[config.mk]
export PLATFORM = sky130hd
export DESIGN_NAME = enemy_spawn_ctrl
export DESIGN_NICKNAME = d
export VERILOG_FILES = /design/src/rtl/enemy_spawn_ctrl.sv
export SDC_FILE = /design/constraint.sdc
export NUM_CORES = 1
export LEC_CHECK = 0
export BUFFER_PORTS_ARGS = -buffer_cell sky130_fd_sc_hd__buf_2
export CAP_MARGIN = 25
export CORE_ASPECT_RATIO = 1.4
export CORE_UTILIZATION = 60
export CTS_BUF_LIST = sky130_fd_sc_hd__clkbuf_16
export CTS_CLUSTER_SIZE = 28
export DETAILED_ROUTE_END_ITERATION = 8
export PLACE_DENSITY = 0.88
export SLEW_MARGIN = 20
export SYNTH_ARGS = -nofsm -noshare
export SYNTH_HDL_FRONTEND = slang
export SYNTH_SLANG_ARGS = --single-unit
[constraint.sdc]
create_clock -name clk -period 4.3 [get_ports clk]
set_clock_uncertainty 0.05 [all_clocks]
set_input_delay 0.86 -clock clk [delete_from_list [all_inputs] [get_ports clk]]
set_output_delay 0.86 -clock clk [all_outputs]
set_load 0.05 [all_outputs]
[src/rtl/enemy_spawn_ctrl.sv]
// Lifecycle controller for enemy sprite slots: staggered spawning, death animation,
// limited respawns and level-clear reporting. All timing is counted in startOfFrame pulses.
module enemy_spawn_ctrl #(
  parameter int unsigned NUM_ENEMIES        = 4,
  parameter int unsigned SPAWN_DELAY_FRAMES = 90,
  parameter int unsigned DEATH_FRAMES       = 30,
  parameter int unsigned MAX_RESPAWNS       = 2
) (
  input  logic                   clk,
  input  logic                   resetN,
  input  logic                   startOfFrame,
  input  logic                   startGame,
  input  logic [NUM_ENEMIES-1:0] enemyHit,
  output logic [NUM_ENEMIES-1:0] enemyResetN,
  output logic [NUM_ENEMIES-1:0] enemyVisible,
  output logic [NUM_ENEMIES-1:0] enemyDying,
  output logic [3:0]             killCount,
  output logic [3:0]             aliveCount,
  output logic                   levelClear
);

  typedef enum logic [2:0] {
    OFF,
    WAIT_SPAWN,
    ALIVE,
    DYING,
    DEAD
  } slot_state_t;

  localparam logic [9:0] SPAWN_CNT = 10'(SPAWN_DELAY_FRAMES);
  localparam logic [9:0] DEATH_CNT = 10'(DEATH_FRAMES);
  localparam logic [2:0] RESP_MAX  = 3'(MAX_RESPAWNS);

  slot_state_t state     [NUM_ENEMIES];
  slot_state_t state_nxt [NUM_ENEMIES];
  logic [9:0]  cnt       [NUM_ENEMIES];
  logic [9:0]  cnt_nxt   [NUM_ENEMIES];
  logic [2:0]  resp      [NUM_ENEMIES];
  logic [2:0]  resp_nxt  [NUM_ENEMIES];

  logic                   granted;
  logic [3:0]             kill_nxt;
  logic [3:0]             alive_nxt;
  logic                   clear_nxt;
  logic [NUM_ENEMIES-1:0] active_nxt;
  logic [NUM_ENEMIES-1:0] dying_nxt;

  always_comb begin
    granted    = 1'b0;
    kill_nxt   = '0;
    alive_nxt  = '0;
    clear_nxt  = 1'b1;
    active_nxt = '0;
    dying_nxt  = '0;
    for (int unsigned i = 0; i < NUM_ENEMIES; i++) begin
      state_nxt[i] = state[i];
      cnt_nxt[i]   = cnt[i];
      resp_nxt[i]  = resp[i];
      if (startGame) begin
        state_nxt[i] = WAIT_SPAWN;
        cnt_nxt[i]   = SPAWN_CNT;
        resp_nxt[i]  = '0;
      end else begin
        unique case (state[i])
          OFF: ;
          WAIT_SPAWN: begin
            if (startOfFrame) begin
              // Only the lowest eligible slot spawns; the rest hold at 0 and retry.
              if (cnt[i] == '0) begin
                if (!granted) begin
                  state_nxt[i] = ALIVE;
                  granted      = 1'b1;
                end
              end else begin
                cnt_nxt[i] = cnt[i] - 10'd1;
              end
            end
          end
          ALIVE: begin
            if (enemyHit[i]) begin
              state_nxt[i] = DYING;
              cnt_nxt[i]   = DEATH_CNT;
              kill_nxt     = kill_nxt + 4'd1;
            end
          end
          DYING: begin
            if (startOfFrame) begin
              if (cnt[i] == '0) begin
                if (resp[i] < RESP_MAX) begin
                  resp_nxt[i]  = resp[i] + 3'd1;
                  state_nxt[i] = WAIT_SPAWN;
                  cnt_nxt[i]   = SPAWN_CNT;
                end else begin
                  state_nxt[i] = DEAD;
                end
              end else begin
                cnt_nxt[i] = cnt[i] - 10'd1;
              end
            end
          end
          DEAD: ;
          default: state_nxt[i] = OFF;
        endcase
      end
    end
    for (int unsigned i = 0; i < NUM_ENEMIES; i++) begin
      active_nxt[i] = (state_nxt[i] == ALIVE) || (state_nxt[i] == DYING);
      dying_nxt[i]  = (state_nxt[i] == DYING);
      if (state_nxt[i] == ALIVE) alive_nxt = alive_nxt + 4'd1;
      if (state_nxt[i] != DEAD)  clear_nxt = 1'b0;
    end
  end

  always_ff @(posedge clk or negedge resetN) begin
    if (!resetN) begin
      for (int unsigned i = 0; i < NUM_ENEMIES; i++) begin
        state[i] <= OFF;
        cnt[i]   <= '0;
        resp[i]  <= '0;
      end
      enemyResetN  <= '0;
      enemyVisible <= '0;
      enemyDying   <= '0;
      killCount    <= '0;
      aliveCount   <= '0;
      levelClear   <= 1'b0;
    end else begin
      for (int unsigned i = 0; i < NUM_ENEMIES; i++) begin
        state[i] <= state_nxt[i];
        cnt[i]   <= cnt_nxt[i];
        resp[i]  <= resp_nxt[i];
      end
      enemyResetN  <= active_nxt;
      enemyVisible <= active_nxt;
      enemyDying   <= dying_nxt;
      killCount    <= kill_nxt;
      aliveCount   <= alive_nxt;
      levelClear   <= clear_nxt;
    end
  end

endmodule
==> metrics.txt <==
Crit Path Category flip-flop to flip-flop; cell count after synthesis 527; worst vdd ir 0.269 mV; Primary FF master, synth dfrtp_1; startpoint types flip-flop; ys async rst share 100%; Least-Margin Pin Slew 0.813 ns; R2R cell count 11; I/O Buffers 28; Synth Register Bits 81; Total Routing Usage GR 27.8%; routed wire length 10400 um; Setup-failing EPs final 0; Clock Tree Root clkbuf_16; post-CTS sizing 0; Req. time, crit path 4.48 ns; CTS Hold Buffers Added 0; CP Capture Type flip-flop; Synth Warn # 0; HP Class flip-flop to flip-flop; Crit Path Max Fanout 5; routed vias/inst 6.09; initial core utilization 61.6%; library cells used by synthesis 72; Tcrit/Tclk final 82.7%; post-synthesis sequential area ratio 42.7%; ant diodes 0; Synth Net Count 551; Max Fclk 281 MHz; area delta synth->final 10.2%; Iteration-0 DRC Markers 450; dpl ws 0.784 ns; CTS Buffer Depth 2; Worst-path clk slew 0.06 ns; number of synthesized flops with an enable pin 0; Fill cells 609; DR WL/cell 15.8 um; row count 38; Antenna Nets Post-Route 0; dpl hpwl 7170 um; Max Cap Violations 0; largest net degree at the start of global routing 82; via count 3999; Remaining Overflow, GRT 0; Final TNS setup 0 ns; first-pass GRT wire length 18000 um; final instance area 5230 sq um; placed inst area 4910 sq um; setup repair bufs after CTS 0; # DRC 0; Leak Pwr 2.30 nW; Pre-antenna DRT Iters 5; hold_ws 0.451 ns; Nets 576; Chip Height 107 um; H-tree depth 3; core area 7700 sq um; Setup WS post-layout 0.745 ns; die area 8270 sq um; layout cell share with drive strength beyond 1 13.1%; clock buffer count from CTS 9; Multi-input gate area 2480 sq um; Worst EP arrival 3.73 ns; synthesized cell area 4740 sq um; hold path cells 2; Skew-Pair Late Insertion Delay 0.35 ns; Pins Over Slew Limit 0; RSZ-0062 raised after global routing no; status completed; Die Width 77.1 um; Ports 29; routability cong. 0.907; Power Density 338 nW/um^2; Sequential cell area 2030 sq um; clk sinks 81; CTS tree built; final hold vios 0; slew margin rel. 45.4%; initial antenna violation count 0; Syn Area/Cell 9.00 sq um; overall power 1.76 mW; crit path time final 3.56 ns; vias in the first global route 3887
## cell families after synthesis
group | count (synthesis) | synth area share (%)
AO/OA/AOI/OAI | 109 | 14.8
XOR/XNOR | 15 | 2.77
adder cells (fa/ha/maj) | 16 | 4.22
buffers and inverters | 42 | 4.91
flip-flops | 81 | 42.7
multiplexers | 4 | 0.871
other | 1 | 0.0791
AND/OR/NAND/NOR | 259 | 29.6
## worst max-delay path, stage by stage, from the launching register on
cell,delay [ns]
dfrtp_1,0.40
inv_1,0.11
ha_1,0.15
or4b_1,0.58
nor3_1,0.30
nand3_1,0.12
a211oi_1,0.45
nand2_1,0.11
ha_1,0.35
xnor2_1,0.26
ha_1,0.28
mux2_1,0.28
## flip-flops by register name, summed over array words and instances (netlist names)
| signal | flops |
|---|---|
| enemyDying | 4 |
| enemyVisible | 4 |
| levelClear | 1 |
| state | 12 |
| cnt | 40 |
| killCount | 4 |
| resp | 12 |
| aliveCount | 4 |
## power by group
part           total, mW  switching [mW]  internal (mW)
Combinational      0.143          0.0937         0.0495
Sequential         0.810          0.0259          0.784
Clock              0.810           0.307          0.503
## placed cells by master (no fill, tap or decap), types with 9 or more instances in the layout
cell type | synthesis | final
nand3_1 | 15 | 15
o21ai_0 | 32 | 32
nor3_1 | 25 | 25
ha_1 | 16 | 16
nor2_1 | 72 | 72
dfrtp_1 | 81 | 81
a31oi_1 | 10 | 10
nand2_1 | 49 | 49
nor4_1 | 10 | 10
inv_1 | 21 | 23
buf_2 | 3 | 27
clkbuf_16 | 0 | 9
a21oi_1 | 30 | 30
## Yosys cell counts (5+ instances only)
library cell | instances | area (sq um)
nor3b_1 | 8 | 60.1
nor3_1 | 25 | 125
nand3_1 | 15 | 75.1
and2_1 | 8 | 50.1
or3_1 | 8 | 50.1
inv_1 | 21 | 78.8
xnor2_1 | 8 | 70.1
nor2b_1 | 6 | 37.5
ha_1 | 16 | 200
clkbuf_1 | 6 | 22.5
nand3b_1 | 8 | 60.1
nor4_1 | 10 | 62.6
and3_1 | 6 | 37.5
o21ai_0 | 32 | 160
a21oi_1 | 30 | 150
a31oi_1 | 10 | 62.6
xor2_1 | 7 | 61.3
nor2_1 | 72 | 270
dfrtp_1 | 81 | 2030
nand4_1 | 6 | 37.5
nand2_1 | 49 | 184
buf_4 | 5 | 37.5
## path summary, 6_finish.rpt
path / startpoint / end / slack, ns
max: cnt[30] / aliveCount[1] / 0.74
min: resp[2] / resp[2] / 0.45
max reg2reg: cnt[30] / aliveCount[1] / 0.74
min reg2reg: resp[2] / resp[2] / 0.45
max in group asynchronous: resetN / cnt[15] / 3.21
min in group asynchronous: resetN / cnt[29] / 0.50
## per-stage QoR
step,cells,utilization (%)
floorplan,527,-
global placement,641,63.7
detailed placement,641,63.7
CTS,657,67.8
global route,657,67.8
finish,657,67.8
## layout make-up
class                   count  share of cell area (%)
well taps                 100                    2.39
clock inverters             7                    1.68
multi-input cells         404                    47.5
clock buffers               9                    4.31
flip-flops and latches     81                    38.8
inverters                  21                    1.51
repair buffers             35                    3.81
## routing by layer
| metal | vias up | wire length [um] | track usage, % |
|---|---|---|---|
| met3 | 26 | 365 | 4.17 |
| met4 | 0 | 327 | 16.0 |
| met2 | 81 | 5500 | 47.3 |
| li1 | 1938 | - | - |
| met1 | 1954 | 4170 | 33.3 |
| met5 | - | 0 | 0 |
(Power assumes the default switching activity.)
